File: src/rtl/vel_pwm_gen_pkg.sv
// -----------------------------------------------------------------------------
// vel_pwm_gen_pkg
// Shared motor-drive definitions for the velocity PWM generator.
// Contents:
//   pwm_state_e     - bridge FSM states (IDLE / RUN / COAST)
//   PWM_PERIOD      - PWM counter ticks per period (counter runs 0..254)
//   SOFTSTART_STEP  - largest duty change allowed per wrap when soft start is built in
//   CNT_MAX         - last PWM counter value before the wrap
//   sat_abs()       - |signed 9-bit command| saturated to 8 bits
//   ramp_toward()   - move a duty value toward a target by at most SOFTSTART_STEP
// -----------------------------------------------------------------------------
package vel_pwm_gen_pkg;

   typedef enum logic [1:0] {
      IDLE  = 2'd0,
      RUN   = 2'd1,
      COAST = 2'd2
   } pwm_state_e;

   localparam int unsigned PWM_PERIOD     = 255;
   localparam int unsigned SOFTSTART_STEP = 16;
   localparam logic [7:0]  CNT_MAX        = 8'(PWM_PERIOD - 1);

   // Magnitude of a two's-complement command; -256 is the only value that
   // does not fit in 8 bits and clamps to 255.
   function automatic logic [7:0] sat_abs(input logic signed [8:0] v);
      logic [8:0] mag;
      mag = v[8] ? (~$unsigned(v) + 9'd1) : $unsigned(v);
      if (mag[8]) begin
         return 8'd255;
      end else begin
         return mag[7:0];
      end
   endfunction

   // One soft-start step from cur toward tgt.
   function automatic logic [7:0] ramp_toward(input logic [7:0] cur, input logic [7:0] tgt);
      if (tgt > cur) begin
         if ((tgt - cur) > 8'(SOFTSTART_STEP)) begin
            return cur + 8'(SOFTSTART_STEP);
         end else begin
            return tgt;
         end
      end else begin
         if ((cur - tgt) > 8'(SOFTSTART_STEP)) begin
            return cur - 8'(SOFTSTART_STEP);
         end else begin
            return tgt;
         end
      end
   endfunction

endpackage

File: src/rtl/vel_pwm_gen_deadtime_gen.sv
// -----------------------------------------------------------------------------
// deadtime_gen
// Turns the raw PWM drive p into complementary high/low gate signals with a
// blanking gap at each transition, so the two gates are never on together.
// Parameters:
//   DEAD_TIME    - cycles both gates stay low after p changes
// Ports:
//   CLK          in   clock, rising edge
//   RST_N        in   asynchronous active-low reset
//   i_p          in   raw drive (1 = high side wanted)
//   i_force_off  in   hold both gates low and restart the blanking count
//   o_hi         out  high-side gate (registered)
//   o_lo         out  low-side gate (registered)
// -----------------------------------------------------------------------------
module deadtime_gen #(
   parameter int unsigned DEAD_TIME = 4
) (
   input  logic CLK,
   input  logic RST_N,
   input  logic i_p,
   input  logic i_force_off,
   output logic o_hi,
   output logic o_lo
);

   // Run length saturates one past DEAD_TIME: a gate turns on once p has held
   // its value for more than DEAD_TIME sampled cycles, which yields exactly
   // DEAD_TIME blanked output cycles at each edge.
   localparam int unsigned CW      = $clog2(DEAD_TIME + 2);
   localparam logic [CW-1:0] RUN_SAT = CW'(DEAD_TIME + 1);
   localparam logic [CW-1:0] RUN_MIN = CW'(DEAD_TIME);

   logic          r_p_d;
   logic [CW-1:0] r_run;
   logic          r_hi;
   logic          r_lo;
   logic [CW-1:0] w_run;
   logic          w_settled;

   // Length of the current run of equal p values, including this cycle.
   always_comb begin
      w_run     = CW'(1);
      w_settled = 1'b0;
      if (i_p == r_p_d) begin
         if (r_run == RUN_SAT) begin
            w_run = RUN_SAT;
         end else begin
            w_run = r_run + CW'(1);
         end
      end else begin
         w_run = CW'(1);
      end
      w_settled = (w_run > RUN_MIN);
   end

   // Run-length tracking and registered gate outputs.
   always_ff @(posedge CLK or negedge RST_N) begin
      if (!RST_N) begin
         r_p_d <= 1'b0;
         r_run <= '0;
         r_hi  <= 1'b0;
         r_lo  <= 1'b0;
      end else if (i_force_off) begin
         r_p_d <= i_p;
         r_run <= '0;
         r_hi  <= 1'b0;
         r_lo  <= 1'b0;
      end else begin
         r_p_d <= i_p;
         r_run <= w_run;
         r_hi  <= i_p & w_settled;
         r_lo  <= ~i_p & w_settled;
      end
   end

   assign o_hi = r_hi;
   assign o_lo = r_lo;

endmodule

File: src/rtl/vel_pwm_gen.sv
// -----------------------------------------------------------------------------
// vel_pwm_gen
// Sign/magnitude H-bridge PWM generator driven by a signed velocity command.
// The command is shadowed and applied only at the period wrap; a direction
// reversal inserts one full coast period with both gates off.
// Optional build macro:
//   VEL_PWM_SOFTSTART_EN - limit the duty change per wrap to SOFTSTART_STEP
// Parameters:
//   DEAD_TIME     - blanking cycles at each gate edge
//   PRESCALE      - CLK cycles per PWM counter tick (1..256)
// Ports:
//   CLK           in   clock, rising edge
//   RST_N         in   asynchronous active-low reset
//   enable        in   bridge enable; 0 returns to IDLE (gates low)
//   vel_cmd       in   signed 9-bit velocity command
//   vel_valid     in   one-cycle strobe qualifying vel_cmd
//   pwm_hi        out  high-side gate
//   pwm_lo        out  low-side gate
//   dir           out  applied direction (1 = reverse)
//   duty          out  applied duty magnitude
//   period_start  out  one-cycle pulse when the PWM counter wraps to 0
// -----------------------------------------------------------------------------
module vel_pwm_gen
   import vel_pwm_gen_pkg::*;
#(
   parameter int unsigned DEAD_TIME = 4,
   parameter int unsigned PRESCALE  = 1
) (
   input  logic              CLK,
   input  logic              RST_N,
   input  logic              enable,
   input  logic signed [8:0] vel_cmd,
   input  logic              vel_valid,
   output logic              pwm_hi,
   output logic              pwm_lo,
   output logic              dir,
   output logic [7:0]        duty,
   output logic              period_start
);

   localparam int unsigned PW = (PRESCALE > 1) ? $clog2(PRESCALE) : 1;
   localparam logic [PW-1:0] PRESC_MAX = PW'(PRESCALE - 1);

   pwm_state_e    r_state;
   pwm_state_e    w_state_nxt;
   logic [PW-1:0] r_presc;
   logic [7:0]    r_cnt;
   logic [7:0]    r_sh_mag;
   logic          r_sh_dir;
   logic [7:0]    r_duty;
   logic          r_dir;
   logic          r_period_start;

   logic          w_active;
   logic          w_tick;
   logic          w_wrap;
   logic [7:0]    w_tgt_mag;
   logic          w_tgt_dir;
   logic          w_reverse;
   logic [7:0]    w_load_duty;
   logic          w_load_dir;
   logic          w_p;
   logic          w_force_off;

   assign w_active = enable && (r_state != IDLE);
   assign w_tick   = (r_presc == PRESC_MAX);
   assign w_wrap   = w_active && w_tick && (r_cnt == CNT_MAX);

   // Target for the wrap: a strobe on the wrap cycle bypasses the shadow.
   // A zero magnitude keeps the current direction and never asks for a coast.
   always_comb begin
      w_tgt_mag   = r_sh_mag;
      w_tgt_dir   = r_sh_dir;
      w_reverse   = 1'b0;
      w_load_dir  = r_dir;
      w_load_duty = 8'd0;
      if (vel_valid) begin
         w_tgt_mag = sat_abs(vel_cmd);
         w_tgt_dir = vel_cmd[8];
      end else begin
         w_tgt_mag = r_sh_mag;
         w_tgt_dir = r_sh_dir;
      end
      w_reverse = (w_tgt_mag != 8'd0) && (w_tgt_dir != r_dir);
      if (w_tgt_mag != 8'd0) begin
         w_load_dir = w_tgt_dir;
      end else begin
         w_load_dir = r_dir;
      end
`ifdef VEL_PWM_SOFTSTART_EN
      w_load_duty = ramp_toward(r_duty, w_tgt_mag);
`else
      w_load_duty = w_tgt_mag;
`endif
   end

   // Next-state logic; dropping enable wins from any state.
   always_comb begin
      w_state_nxt = r_state;
      if (!enable) begin
         w_state_nxt = IDLE;
      end else begin
         case (r_state)
            IDLE: begin
               w_state_nxt = RUN;
            end
            RUN: begin
               if (w_wrap && w_reverse) begin
                  w_state_nxt = COAST;
               end else begin
                  w_state_nxt = RUN;
               end
            end
            COAST: begin
               if (w_wrap) begin
                  w_state_nxt = RUN;
               end else begin
                  w_state_nxt = COAST;
               end
            end
            default: begin
               w_state_nxt = IDLE;
            end
         endcase
      end
   end

   // State register.
   always_ff @(posedge CLK or negedge RST_N) begin
      if (!RST_N) begin
         r_state <= IDLE;
      end else begin
         r_state <= w_state_nxt;
      end
   end

   // Prescaler and PWM counter; both held at 0 while idle.
   always_ff @(posedge CLK or negedge RST_N) begin
      if (!RST_N) begin
         r_presc <= '0;
         r_cnt   <= 8'd0;
      end else if (!w_active) begin
         r_presc <= '0;
         r_cnt   <= 8'd0;
      end else if (w_tick) begin
         r_presc <= '0;
         if (r_cnt == CNT_MAX) begin
            r_cnt <= 8'd0;
         end else begin
            r_cnt <= r_cnt + 8'd1;
         end
      end else begin
         r_presc <= r_presc + PW'(1);
      end
   end

   // Command shadow, written on every strobe.
   always_ff @(posedge CLK or negedge RST_N) begin
      if (!RST_N) begin
         r_sh_mag <= 8'd0;
         r_sh_dir <= 1'b0;
      end else if (vel_valid) begin
         r_sh_mag <= sat_abs(vel_cmd);
         r_sh_dir <= vel_cmd[8];
      end else begin
         r_sh_mag <= r_sh_mag;
         r_sh_dir <= r_sh_dir;
      end
   end

   // Applied duty/direction update at the wrap, plus the period_start pulse.
   always_ff @(posedge CLK or negedge RST_N) begin
      if (!RST_N) begin
         r_duty         <= 8'd0;
         r_dir          <= 1'b0;
         r_period_start <= 1'b0;
      end else begin
         r_period_start <= w_wrap;
         if (w_state_nxt == IDLE) begin
            r_duty <= 8'd0;
         end else if (w_wrap) begin
            if ((r_state == RUN) && w_reverse) begin
               r_duty <= 8'd0;
            end else begin
               r_duty <= w_load_duty;
               r_dir  <= w_load_dir;
            end
         end else begin
            r_duty <= r_duty;
         end
      end
   end

   assign w_p = (r_cnt < r_duty);
   // Looking at the next state lets the gates drop on the very cycle COAST or
   // IDLE begins instead of one cycle late.
   assign w_force_off = (w_state_nxt != RUN);

   deadtime_gen #(
      .DEAD_TIME (DEAD_TIME)
   ) u_deadtime (
      .CLK         (CLK),
      .RST_N       (RST_N),
      .i_p         (w_p),
      .i_force_off (w_force_off),
      .o_hi        (pwm_hi),
      .o_lo        (pwm_lo)
   );

   assign dir          = r_dir;
   assign duty         = r_duty;
   assign period_start = r_period_start;

endmodule

File: config.mk
export PLATFORM = sky130hd
export DESIGN_NAME = vel_pwm_gen
export DESIGN_NICKNAME = d
export VERILOG_FILES = /design/src/rtl/vel_pwm_gen_pkg.sv /design/src/rtl/vel_pwm_gen_deadtime_gen.sv /design/src/rtl/vel_pwm_gen.sv
export SDC_FILE = /design/constraint.sdc
export NUM_CORES = 1
export LEC_CHECK = 0
export BUFFER_PORTS_ARGS = -buffer_cell sky130_fd_sc_hd__buf_2
export CORE_AREA = 10 10 117 66
export DETAILED_ROUTE_END_ITERATION = 12
export DIE_AREA = 0 0 127 76
export SLEW_MARGIN = 30
export SYNTH_ARGS = -nofsm -noshare
export SYNTH_HDL_FRONTEND = slang
export SYNTH_SLANG_ARGS = --single-unit
File: constraint.sdc
create_clock -name CLK -period 5.8 [get_ports CLK]
set_clock_uncertainty 0.1 [all_clocks]
set_input_delay 0.87 -clock CLK [delete_from_list [all_inputs] [get_ports CLK]]
set_output_delay 0.87 -clock CLK [all_outputs]
set_load 0.1 [all_outputs]
==> flow_metrics.env, run 1 <==
export IMPL_finalHoldViolations=0
export IMPL_total_power_mw=0.6041
export IMPL_max_slew_margin=0.4725
export IMPL_root_buffer="clkbuf_16"
export IMPL_fin_nets=243
export IMPL_setup_viol=0
export IMPL_maxCapViolCount=0
export IMPL_buffer_ports_inserted=24
export IMPL_first_iter_violations=123
export IMPL_netlist_area_mm2=0.001959
export IMPL_intPower_mw=0.4602
export IMPL_synth_top_area_frac=0.4470
export IMPL_cpLargestDelayFamily="compound AO/OA/AOI/OAI gates"
export IMPL_worstHoldPathCells=1
export IMPL_area_growth_pct=17.94
export IMPL_antenna_found_initial=0
export IMPL_crit_cells=10
export IMPL_leakage_nw=1.134
export IMPL_hold_class="reg -> reg"
export IMPL_synth_edf_count=0
export IMPL_core_mm2=0.005806
export IMPL_rr_endpoint="u_deadtime.o_hi"
export IMPL_cts_setup_buffers=0
export IMPL_syn_inst=194
export IMPL_grt_setup_unrepaired="false"
export IMPL_dieWidth_um=127
export IMPL_switching_power_mw=0.1439
export IMPL_io_pins=25
export IMPL_std_cell_rows=20
export IMPL_clock_path_buffers=2
export IMPL_critical_path_max_stage_delay_ps=480
export IMPL_combPwrFrac=0.105
export IMPL_die_area_mm2=0.009652
export IMPL_setup_tns_ps=0
export IMPL_switching_share=0.2382
export IMPL_crit_buf_inv=3
export IMPL_r2r_cells=6
export IMPL_synth_largest_area_cell="dfrtp_1"
export IMPL_setup_slack_ps=2569
export IMPL_avgViaCountPerCell=4.990
export IMPL_vias=1487
export IMPL_clock_sinks=35
export IMPL_numCtsBuffers=5
export IMPL_synth_ff_type="dfrtp_1"
export IMPL_arrival_ps=3320
export IMPL_seq_power_share=0.432
export IMPL_gr_usage_all_layers=0.09751
export IMPL_ctsHoldBuffers=0
export IMPL_drive_gt1_frac=0.2036
export IMPL_final_max_slew_violation_count=0
export IMPL_ys_ff_latch=35
export IMPL_dp_hpwl_um=3526
export IMPL_post_cts_resized=0
export IMPL_cp_cell_sequence="buf_2 -> inv_1 -> ha_1 -> nor4b_1 -> a31o_2 -> o311ai_0 -> inv_1 -> nor4_4 -> o211ai_2 -> nor3_1"
export IMPL_seq_area_frac_synth=0.4470
export IMPL_cts_clk_slew_worst_paths_ps=50
export IMPL_multi_input_area_um2=987.2
export IMPL_start_kind="primary input"
export IMPL_place_congestion=0.9130
export IMPL_ant_nets=0
export IMPL_async_flop_share=1.000
export IMPL_grt_pass1_vias=1459
export IMPL_avgSynthCellArea_um2=10.10
export IMPL_fillerInstances=578
export IMPL_criticalPathCategory="in -> reg"
export IMPL_drc=0
export IMPL_ir_worst_vdd_mv=0.1053
export IMPL_pre_cts_slack_ps=2279
export IMPL_grt_max_degree=36
export IMPL_yosysWarnings=0
export IMPL_ff_latch_area_um2=875.8
export IMPL_htree_levels=2
export IMPL_yosysUniqueCellTypes=52
export IMPL_synthTopCellsByArea="dfrtp_1, ha_1, inv_1, xor2_1, nor2_1"
export IMPL_die_height_um=76
export IMPL_final_cell_mix="dfrtp_1, buf_2, inv_1"
export IMPL_end_kind="flop"
export IMPL_tritoncts="done"
export IMPL_worstSkewPairLatency_ps=280
export IMPL_tightestPinTransition_ps=791.3
export IMPL_grt_pass1_wl_um=7652
export IMPL_hold_start="u_deadtime.r_p_d"
export IMPL_overflow=0
export IMPL_first_pass_iters=4
export IMPL_cp_max_fo=7
export IMPL_totalWireLength_um=4547
export IMPL_min_period_ps=3231
export IMPL_place_area_mm2=0.002155
export IMPL_wl_per_cell_um=15.26
export IMPL_min_period_over_period=0.5571
export IMPL_final_common_cell="dfrtp_1"
export IMPL_outcome="completed"
export IMPL_max_freq_ghz=0.3095
export IMPL_syn_nets=217
export IMPL_power_density_mw_per_mm2=261.4
export IMPL_reg2reg_slack_ps=3430
export IMPL_cp_data_required_time_ps=5890
export IMPL_crit_top_cell="inv_1"
export IMPL_clkPwrFrac=0.463
export IMPL_start_util=0.3375
export IMPL_final_area_mm2=0.002311
export IMPL_num_antenna_cells=0
export IMPL_holdPathEnd="u_deadtime.o_lo"
export IMPL_reg2reg_from="r_sh_mag[2]"
export IMPL_slowest_stage="o311ai_0"
final cells by class:
class | instances | share of cell area
Sequential cell | 35 | 0.3790
Tap cell | 77 | 0.04169
Timing Repair Buffer | 24 | 0.05198
Multi-Input combinational cell | 134 | 0.4272
Clock buffer | 8 | 0.06768
Inverter | 20 | 0.03249
power by group through the flow:
stage | Clock, mW | Sequential, mW | Combinational [mW]
2_1_floorplan | 0 | 0.265 | 0.0404
3_3_place_gp | 0 | 0.265 | 0.0635
3_5_place_dp | 0 | 0.265 | 0.0633
4_1_cts | 0.285 | 0.261 | 0.0636
5_1_grt | 0.298 | 0.263 | 0.0715
6_report | 0.280 | 0.261 | 0.0635
cells in the mapped netlist (2+ instances only):
cell type and count:
dfrtp_1 35, inv_1 20, nor2_1 15, ha_1 10
nand2_1 9, o21ai_0 9, xor2_1 8, a21oi_1 6
nor3_1 6, a21o_1 5, nand3_1 5, nand2b_1 4
a31o_2 3, and3_1 3, clkbuf_1 3, o211a_1 3
xnor2_1 3, a211oi_1 2, a22o_1 2, and2_1 2
buf_2 2, nand4_1 2, nor2b_1 2, nor4bb_1 2
o21a_1 2, o311ai_0 2, o31a_1 2, or2_2 2
or4_4 2
worst register-to-register path: stages, from the launching register on:
cell and delay, ps:
dfrtp_1 360, a221o_1 340, a41o_1 260, or4_4 540, nor4_4 230, o211ai_2 210, nor3_1 240
cells by family after synthesis:
group,synth area share
flops,0.4470
fa+ha+maj,0.06386
mux,0.01660
compound gates,0.1961
buf+inv,0.04917
simple gates,0.1782
xor+xnor,0.04917
per-stage QoR:
stage | util | hold slack (ps) | instances
after floorplan | - | 361.0 | 194
after global placement | 0.3711 | 379.2 | 290
after detailed placement | 0.3711 | 380.0 | 290
after CTS | 0.3981 | 387.2 | 298
after global routing | 0.3981 | 403.4 | 298
final | 0.3981 | 387.0 | 298
how the worst max path moves through the flow:
| stage | start | end | slack [ps] |
|---|---|---|---|
| 4_1_cts | vel_cmd[0] | u_deadtime.o_hi | 2570 |
| 6_report | vel_cmd[0] | u_deadtime.o_hi | 2570 |
| 5_1_grt | vel_cmd[0] | u_deadtime.o_hi | 2240 |
| 2_1_floorplan | vel_cmd[0] | dir | 2680 |
| 3_3_place_gp | vel_cmd[0] | u_deadtime.o_lo | 2290 |
| 3_5_place_dp | vel_cmd[0] | u_deadtime.o_lo | 2280 |
flip-flops by register name, summed over array words and instances (netlist names):
register / cells
dir: 1
r_state: 2
duty: 8
r_sh_dir: 1
u_deadtime.r_run: 3
u_deadtime.r_p_d: 1
r_sh_mag: 8
r_cnt: 8
u_deadtime.o_lo: 1
u_deadtime.o_hi: 1
period_start: 1
metal layers:
metal / vias to the layer above / global-route usage / wire, um
li1: 746 / - / -
met4: 0 / 0.04072 / 76
met3: 7 / 0.02917 / 200
met2: 31 / 0.1114 / 1550
met1: 703 / 0.1538 / 2720
met5: - / 0 / 0
(Power assumes the default switching activity.)
==> run 2, diff against run 1 <==
==> constraint.sdc (replaced) <==
create_clock -name CLK -period 3.4 [get_ports CLK]
set_clock_uncertainty 0.1 [all_clocks]
set_input_delay 0.51 -clock CLK [delete_from_list [all_inputs] [get_ports CLK]]
set_output_delay 0.51 -clock CLK [all_outputs]
set_load 0.1 [all_outputs]
==> run 2 against run 1 <==
Against the previous run: critical path depth unchanged; sequential share of layout area is 0.31 points higher; combinational power rose by 72%; final cell count unchanged; count of clock-buffer cells in the layout fell by 1; via count rose by 2.9%; largest power group is now sequential cells; global-route usage barely moved; routed wire length increased by 1.7%.
==> flow_metrics.env, run 2 (synthesized netlist as in run 1, its figures left out) <==
export IMPL_crit_buf_inv=2
export IMPL_die_height_um=76
export IMPL_setup_tns_ps=0
export IMPL_clock_path_buffers=2
export IMPL_setup_slack_ps=489.0
export IMPL_buffer_ports_inserted=24
export IMPL_r2r_cells=6
export IMPL_cp_max_fo=7
export IMPL_crit_cells=10
export IMPL_min_period_ps=2911
export IMPL_setup_viol=0
export IMPL_tritoncts="done"
export IMPL_htree_levels=2
export IMPL_grt_max_degree=36
export IMPL_place_congestion=0.8966
export IMPL_final_common_cell="dfrtp_1"
export IMPL_overflow=0
export IMPL_final_cell_mix="dfrtp_1, buf_2, inv_1"
export IMPL_leakage_nw=1.125
export IMPL_ff_latch_area_um2=875.8
export IMPL_grt_pass1_wl_um=7714
export IMPL_avgViaCountPerCell=5.134
export IMPL_grt_pass1_vias=1472
export IMPL_drive_gt1_frac=0.1991
export IMPL_ctsHoldBuffers=0
export IMPL_root_buffer="clkbuf_16"
export IMPL_hold_class="in -> async"
export IMPL_first_pass_iters=4
export IMPL_cp_data_required_time_ps=3490
export IMPL_grt_setup_unrepaired="false"
export IMPL_finalHoldViolations=0
export IMPL_ant_nets=0
export IMPL_start_util=0.3375
export IMPL_worstSkewPairLatency_ps=280
export IMPL_gr_usage_all_layers=0.09712
export IMPL_slowest_stage="or4_4"
export IMPL_critical_path_max_stage_delay_ps=550
export IMPL_std_cell_rows=20
export IMPL_final_max_slew_violation_count=0
export IMPL_num_antenna_cells=0
export IMPL_area_growth_pct=16.99
export IMPL_core_mm2=0.005806
export IMPL_cpLargestDelayFamily="simple AND/OR/NAND/NOR gates"
export IMPL_multi_input_area_um2=987.2
export IMPL_cts_setup_buffers=0
export IMPL_die_area_mm2=0.009652
export IMPL_vias=1530
export IMPL_fillerInstances=597
export IMPL_min_period_over_period=0.8562
export IMPL_fin_nets=243
export IMPL_criticalPathCategory="in -> reg"
export IMPL_drc=0
export IMPL_totalWireLength_um=4625
export IMPL_clock_sinks=35
export IMPL_post_cts_resized=0
export IMPL_arrival_ps=3000
export IMPL_maxCapViolCount=0
export IMPL_pre_cts_slack_ps=204.9
export IMPL_cp_cell_sequence="buf_2 -> inv_1 -> ha_1 -> nand2b_1 -> a221o_1 -> a41o_1 -> or4_4 -> nor4_4 -> o211ai_2 -> nor4_2"
export IMPL_start_kind="primary input"
export IMPL_power_density_mw_per_mm2=432.7
export IMPL_dp_hpwl_um=3598
export IMPL_max_freq_ghz=0.3435
export IMPL_io_pins=25
export IMPL_ir_worst_vdd_mv=0.1750
export IMPL_antenna_found_initial=0
export IMPL_end_kind="flop"
export IMPL_first_iter_violations=115
export IMPL_cts_clk_slew_worst_paths_ps=50
export IMPL_tightestPinTransition_ps=792.7
export IMPL_dieWidth_um=127
export IMPL_numCtsBuffers=5
export IMPL_outcome="completed"
export IMPL_max_slew_margin=0.4715
export IMPL_wl_per_cell_um=15.52
## run 2: changes by cell type in the layout (fill, tap and decap cells not counted)
cell      previous run  this run
clkbuf_1             1         2
clkbuf_8             2         0
clkinv_2             0         1
## run 2: routing by layer
metal / GRT usage / share of wire / up-vias
li1: - / - / 750
met5: 0 / 0 / -
met1: 0.1495 / 0.54 / 720
met2: 0.1119 / 0.34 / 55
met4: 0.04072 / 0.015 / 0
met3: 0.03403 / 0.10 / 5
## run 2: area by class of cell
class / count / area share
Multi-Input combinational cell: 134 / 0.4307
Sequential cell: 35 / 0.3821
Clock buffer: 7 / 0.05786
Timing Repair Buffer: 24 / 0.05240
Tap cell: 77 / 0.04203
Inverter: 20 / 0.03275
Clock inverter: 1 / 0.002183
## run 2: worst paths after layout
check | startpoint | slack, ps | endpoint
worst min-delay path | RST_N | 210 | r_sh_mag[2]
min in group CLK | enable | 410 | r_state[1]
worst max-delay path | vel_cmd[0] | 490 | u_deadtime.o_lo
max in group asynchronous | RST_N | 2480 | duty[2]
worst max register to register | r_sh_mag[2] | 980 | u_deadtime.o_lo
worst min register to register | u_deadtime.r_p_d | 410 | u_deadtime.o_lo
## run 2: worst register-to-register path, stage by stage, from the launching register on
cell and delay (ps):
dfrtp_1 370, a221o_1 340, a41o_1 290, or4_4 550, nor4_4 240, o211ai_2 210
nor4_2 230
## run 2: power by group
group / internal, mW / switching [mW] / total, mW
Sequential: 0.435 / 0.0112 / 0.446
Combinational: 0.0386 / 0.0708 / 0.109
Clock: 0.271 / 0.166 / 0.437
## run 2: stage by stage
step / hold WS (ps) / area, um^2 / power [mW] / utilization / instances
after CTS: 247.5 / 2292 / 1.003 / 0.3948 / 298
final: 214.5 / 2292 / 0.9919 / 0.3948 / 298
after floorplan: 114.4 / 1959 / 0.5202 / - / 194
after global routing: 288.1 / 2292 / 1.036 / 0.3948 / 298
after detailed placement: 384.4 / 2155 / 0.5616 / 0.3711 / 290
after global placement: 379.2 / 2155 / 0.5609 / 0.3711 / 290
